## src/rtl/sqrt_ctrl_pkg.sv

```systemverilog
// Shared encodings for the Newton-Raphson square-root controller:
// state codes, AU opcodes, register indices and bus-source bit positions.
package sqrt_ctrl_pkg;

    typedef enum logic [3:0] {
        S_IDLE     = 4'd0,
        S_LOAD     = 4'd1,
        S_INIT     = 4'd2,
        S_DIV_GO   = 4'd3,
        S_DIV_WAIT = 4'd4,
        S_ADD      = 4'd5,
        S_HALF     = 4'd6,
        S_CHECK    = 4'd7,
        S_OUT      = 4'd8,
        S_DONE     = 4'd9
    } state_t;

    typedef enum logic [1:0] {
        OP_ADD = 2'd0,
        OP_SUB = 2'd1,
        OP_SHR = 2'd2,
        OP_DIV = 2'd3
    } au_op_t;

    // Register file map: S, current estimate x, scratch
    localparam int unsigned R0 = 32'd0;
    localparam int unsigned R1 = 32'd1;
    localparam int unsigned R2 = 32'd2;

    localparam int unsigned TRI_EXT = 32'd0;
    localparam int unsigned TRI_AU  = 32'd1;
    localparam int unsigned TRI_OUT = 32'd2;

endpackage

```

## src/rtl/sqrt_ctrl_decode.sv

```systemverilog
// Combinational state -> control-word decode. All outputs are Moore except
// the R2 write in DIV_WAIT, which follows au_ready in the same cycle.
module sqrt_ctrl_decode
    import sqrt_ctrl_pkg::*;
#(
    parameter int AW = 3,
    parameter int TW = 10
) (
    input  state_t          state,
    input  logic            au_ready,
    output logic            we,
    output logic [AW-1:0]   wa,
    output logic            re_a,
    output logic            re_b,
    output logic [AW-1:0]   ra_a,
    output logic [AW-1:0]   ra_b,
    output logic [1:0]      au_op,
    output logic            au_go,
    output logic            oe,
    output logic [TW-1:0]   trictrl,
    output logic            busy,
    output logic            done
);

    // Control word for the current state; every field defaults to 0
    always_comb begin
        we      = 1'b0;
        wa      = '0;
        re_a    = 1'b0;
        re_b    = 1'b0;
        ra_a    = '0;
        ra_b    = '0;
        au_op   = OP_ADD;
        au_go   = 1'b0;
        oe      = 1'b0;
        trictrl = '0;
        busy    = 1'b0;
        done    = 1'b0;
        case (state)
            S_IDLE: begin
                busy = 1'b0;
            end
            S_LOAD: begin
                busy             = 1'b1;
                we               = 1'b1;
                wa               = AW'(R0);
                trictrl[TRI_EXT] = 1'b1;
            end
            S_INIT: begin
                busy            = 1'b1;
                re_a            = 1'b1;
                ra_a            = AW'(R0);
                au_op           = OP_SHR;
                we              = 1'b1;
                wa              = AW'(R1);
                trictrl[TRI_AU] = 1'b1;
            end
            S_DIV_GO: begin
                busy  = 1'b1;
                re_a  = 1'b1;
                ra_a  = AW'(R0);
                re_b  = 1'b1;
                ra_b  = AW'(R1);
                au_op = OP_DIV;
                au_go = 1'b1;
            end
            S_DIV_WAIT: begin
                busy  = 1'b1;
                re_a  = 1'b1;
                ra_a  = AW'(R0);
                re_b  = 1'b1;
                ra_b  = AW'(R1);
                au_op = OP_DIV;
                if (au_ready) begin
                    we              = 1'b1;
                    wa              = AW'(R2);
                    trictrl[TRI_AU] = 1'b1;
                end else begin
                    we = 1'b0;
                end
            end
            S_ADD: begin
                busy            = 1'b1;
                re_a            = 1'b1;
                ra_a            = AW'(R2);
                re_b            = 1'b1;
                ra_b            = AW'(R1);
                au_op           = OP_ADD;
                we              = 1'b1;
                wa              = AW'(R2);
                trictrl[TRI_AU] = 1'b1;
            end
            S_HALF: begin
                busy            = 1'b1;
                re_a            = 1'b1;
                ra_a            = AW'(R2);
                au_op           = OP_SHR;
                we              = 1'b1;
                wa              = AW'(R1);
                trictrl[TRI_AU] = 1'b1;
            end
            S_CHECK: begin
                busy = 1'b1;
            end
            S_OUT: begin
                busy             = 1'b1;
                re_a             = 1'b1;
                ra_a             = AW'(R1);
                oe               = 1'b1;
                trictrl[TRI_OUT] = 1'b1;
            end
            S_DONE: begin
                done = 1'b1;
            end
            default: begin
                busy = 1'b0;
            end
        endcase
    end

endmodule

```

## src/rtl/sqrt_iter_ctrl.sv

```systemverilog
// Newton-Raphson square-root sequencer: state register, next-state logic with
// abort/convergence/iteration-limit exits, and the completed-iteration counter.
module sqrt_iter_ctrl
    import sqrt_ctrl_pkg::*;
#(
    parameter int AW     = 3,
    parameter int N_ITER = 4,
    parameter int TW     = 10,
    parameter int CW     = $clog2(N_ITER + 1)
) (
    input  logic            clk,
    input  logic            rst,
    input  logic            start,
    input  logic            abort,
    input  logic            au_ready,
    input  logic            conv,
    output logic            we,
    output logic [AW-1:0]   wa,
    output logic            re_a,
    output logic            re_b,
    output logic [AW-1:0]   ra_a,
    output logic [AW-1:0]   ra_b,
    output logic [1:0]      au_op,
    output logic            au_go,
    output logic            oe,
    output logic [TW-1:0]   trictrl,
    output logic            busy,
    output logic            done,
    output logic [CW-1:0]   iter,
    output logic [3:0]      state
);

    localparam logic [CW-1:0] ITER_MAX = CW'(N_ITER);

    state_t          state_r;
    state_t          state_nxt;
    logic [CW-1:0]   iter_r;
    logic            launch_s;

    assign launch_s = (state_r == S_IDLE) && start && !abort;

    // Next state; abort wins over every other input outside IDLE
    always_comb begin
        state_nxt = S_IDLE;
        if (state_r == S_IDLE) begin
            state_nxt = launch_s ? S_LOAD : S_IDLE;
        end else if (abort) begin
            state_nxt = S_IDLE;
        end else begin
            case (state_r)
                S_LOAD:     state_nxt = S_INIT;
                S_INIT:     state_nxt = S_DIV_GO;
                S_DIV_GO:   state_nxt = S_DIV_WAIT;
                S_DIV_WAIT: state_nxt = au_ready ? S_ADD : S_DIV_WAIT;
                S_ADD:      state_nxt = S_HALF;
                S_HALF:     state_nxt = S_CHECK;
                S_CHECK:    state_nxt = (conv || (iter_r == ITER_MAX)) ? S_OUT : S_DIV_GO;
                S_OUT:      state_nxt = S_DONE;
                S_DONE:     state_nxt = start ? S_DONE : S_IDLE;
                default:    state_nxt = S_IDLE;
            endcase
        end
    end

    // State register
    always_ff @(posedge clk) begin
        if (rst) begin
            state_r <= S_IDLE;
        end else begin
            state_r <= state_nxt;
        end
    end

    // Iteration counter: cleared on launch, bumped when HALF completes
    always_ff @(posedge clk) begin
        if (rst) begin
            iter_r <= '0;
        end else if (launch_s) begin
            iter_r <= '0;
        end else if ((state_r == S_HALF) && !abort) begin
            iter_r <= iter_r + CW'(1);
        end else begin
            iter_r <= iter_r;
        end
    end

    assign iter  = iter_r;
    assign state = state_r;

    sqrt_ctrl_decode #(
        .AW (AW),
        .TW (TW)
    ) u_decode (
        .state    (state_r),
        .au_ready (au_ready),
        .we       (we),
        .wa       (wa),
        .re_a     (re_a),
        .re_b     (re_b),
        .ra_a     (ra_a),
        .ra_b     (ra_b),
        .au_op    (au_op),
        .au_go    (au_go),
        .oe       (oe),
        .trictrl  (trictrl),
        .busy     (busy),
        .done     (done)
    );

endmodule

```

## config.mk

```make
export PLATFORM = sky130hd
export DESIGN_NAME = sqrt_iter_ctrl
export DESIGN_NICKNAME = d
export VERILOG_FILES = /design/src/rtl/sqrt_ctrl_pkg.sv /design/src/rtl/sqrt_ctrl_decode.sv /design/src/rtl/sqrt_iter_ctrl.sv
export SDC_FILE = /design/constraint.sdc
export NUM_CORES = 1
export LEC_CHECK = 0
export BUFFER_PORTS_ARGS = -buffer_cell sky130_fd_sc_hd__buf_2
export CAP_MARGIN = 10
export CORE_UTILIZATION = 46
export DETAILED_ROUTE_END_ITERATION = 6
export GPL_TIMING_DRIVEN = 1
export PLACE_DENSITY = 0.94
export SYNTH_ARGS = -nofsm -noshare
export SYNTH_HDL_FRONTEND = slang
export SYNTH_SLANG_ARGS = --single-unit
```

## constraint.sdc

```tcl
create_clock -name clk -period 2.2 [get_ports clk]
set_clock_uncertainty 0.1 [all_clocks]
set_input_delay 0.11 -clock clk [delete_from_list [all_inputs] [get_ports clk]]
set_output_delay 0.11 -clock clk [all_outputs]
set_load 0.005 [all_outputs]
```

==> impl_metrics.json <==
{
  "period_minus_slack_ns": 1.93,
  "yosysWarnings": 0,
  "synth_async_sr_flop_share_pct": 0,
  "internal-power_uw": 214,
  "leakage_nw": 0.418,
  "netlist_area_sq_um": 698,
  "syn_to_final_growth_pct": 17.6,
  "grt_first_pass_wirelength_mm": 2.15,
  "initial_core_util_pct": 51.7,
  "power_density_nw_per_um2": 352,
  "p_switching_uw": 75.0,
  "clock-sinks": 7,
  "clock_path_buffers": 2,
  "antenna_found_initial": 0,
  "synth_area_leaders": "dfxtp_1 20%, buf_4 14%, nor2_1 6.5%, a21oi_1 5.7%, ha_1 3.6%",
  "final_core_utilization_pct": 60.8,
  "via_per_inst": 5.10,
  "rows": 13,
  "grt_overflow": 0,
  "clk_pin_slew_ns": 0.05,
  "ir_drop_v": 0.000330,
  "synth_seq_cells": 7,
  "drive_gt1_share_pct": 31.9,
  "routed_wl_mm": 1.55,
  "final_cell_area_sq_um": 821,
  "fin_nets": 128,
  "grt_pass1_vias": 533,
  "hold_viol_final": 0,
  "track_usage_pct": 19.3,
  "wl_per_cell_um": 11.5,
  "clk_latency_ns": 0.25,
  "cts_setup_buffers": 0,
  "fin_hold_ws_ns": 0.0286,
  "place.detailed.hpwl_mm": 1.12,
  "tightestPinTransition_ns": 0.694,
  "swShare_pct": 26.0,
  "slew_headroom_pct": 53.6,
  "endpoint": "state[2]",
  "coreArea_sq_um": 1350,
  "n_antenna_cell": 0,
  "cts_tree": "done",
  "dr.pass1.iters": 4,
  "seq_power_share_pct": 46.3,
  "slew_viol_final": 0,
  "synth_area_leader_cell": "dfxtp_1",
  "setup.worst_path.start_class": "flip-flop",
  "pwr-share-clk_pct": 40.6,
  "antenna_left": 0,
  "htree_levels": 1,
  "setup_tns_ns": 0,
  "finalWorstSetupSlack_ns": 0.273,
  "maxCapViolCount": 0,
  "criticalPathCategory": "reg -> reg",
  "synth-main-ff-cell": "dfxtp_1",
  "num_vias": 684,
  "period_share_pct": 87.6,
  "synth.distinct_cells": 34,
  "pre_cts_ws_ns": 0.503,
  "die-width_um": 41.0,
  "numCtsBuffers": 3,
  "syn_area_per_cell_sq_um": 7.59,
  "drtIter0Drc": 6,
  "synth_top_area_share_pct": 20.1,
  "status": "complete, no violations",
  "critPathLaunch": "state[1]",
  "drc": 0,
  "endpoint_kind": "flip-flop",
  "r2r_end": "state[2]",
  "holdCritPathClass": "in -> reg",
  "r2r_start": "state[1]",
  "critPathRequiredTime_ns": 2.29,
  "rsz0062_at_grt": "no",
  "combPwrFrac_pct": 13.0,
  "setup_viol": 0,
  "syn-instance-count": 92,
  "critical_path.max_fanout": 15,
  "root_buffer": "clkbuf_4",
  "die_h_um": 41.0,
  "arrival_ns": 2.02,
  "die_area_sq_um": 1680,
  "gp_congestion": 0.898,
  "r2r_slack_ns": 0.27,
  "pin_count": 41,
  "clock.fmax_mhz": 519,
  "synth_edf_count": 0,
  "dpl_cell_area_sq_um": 772,
  "io_buffer_count": 29,
  "r2r_cells": 4,
  "grt_max_degree": 20,
  "seq_area_frac_synth_pct": 20.1
}
## cell usage in the layout (no fill, tap or decap), types with 3 or more instances in the layout
cell	netlist	layout
nand2_1	5	5
nor2_1	12	12
nand2b_1	4	4
buf_2	3	29
a21oi_1	8	8
inv_1	4	4
conb_1	1	11
dfxtp_1	7	5
clkbuf_4	0	3
nor3_1	5	5
## cells by family after synthesis
family,Yosys count,synth area share (%)
simple gates,37,32.6
buf+inv,22,20.4
compound gates,18,16.1
flops,7,20.1
xor+xnor,3,3.76
fa+ha+maj,2,3.58
mux,2,2.87
other cells,1,0.537
## registers in the layout, indices dropped and copies added, names as in the netlist
register and count:
state 4, iter 3
## final cells by class
| cell class | instances | area (sq um) |
|---|---|---|
| repair buffers | 31 | 165 |
| clock buffers | 4 | 26.3 |
| multi-input cells | 73 | 453 |
| well taps | 15 | 18.8 |
| fillers | 135 | 529 |
| flip-flops and latches | 7 | 143 |
| inverters | 4 | 15.0 |
## synth_stat cells (2+ instances only)
cell	number
xnor2_1	2
dfxtp_1	7
nand2b_1	4
o22ai_1	2
mux2i_1	2
o21ai_0	2
nor3_1	5
o21bai_1	2
nand2_1	5
nor2_1	12
a21oi_1	8
buf_2	3
buf_4	13
inv_1	4
ha_1	2
## metrics by stage
step,std cells,power (mW)
floorplan,102,0.170
global placement,128,0.171
detailed placement,128,0.172
CTS,134,0.294
global route,134,0.305
finish,134,0.289
## timing repair
action	in CTS	in global routing
hold endpoints to repair	1	0
gates resized for setup	0	2
hold buffers	2	0
setup endpoints to repair	0	1
## critical path, cell delays in order (launching register included)
cell,delay [ns]
dfxtp_2,0.50
nand2_1,0.25
xor2_1,0.22
nor4_1,0.22
dlygate4sd3_1,0.58
## layer usage
layer	wire, um	vias up	global-route usage, %
li1	-	349	-
met1	711	305	26.5
met2	736	28	27.7
met3	81	2	1.63
met4	17	0	14.2
met5	0	-	0
## power by group through the flow
stage / clock network, mW / logic (mW) / registers, mW
2_1_floorplan: 0 / 0.0375 / 0.133
3_3_place_gp: 0 / 0.0352 / 0.136
3_5_place_dp: 0 / 0.0356 / 0.136
4_1_cts: 0.123 / 0.0372 / 0.133
5_1_grt: 0.128 / 0.0434 / 0.134
6_report: 0.117 / 0.0376 / 0.134
## worst min path at each step
stage                     startpoint  endpoint  slack (ns)  cells after the start
after floorplan                abort  state[2]        0.09                      1
after global placement           rst  state[2]        0.20                      2
after detailed placement         rst  state[2]        0.21                      2
after CTS                      start  state[0]        0.02                      2
after global routing           start  state[0]        0.03                      2
final                          start  state[0]        0.03                      2
(Power assumes the default switching activity.)
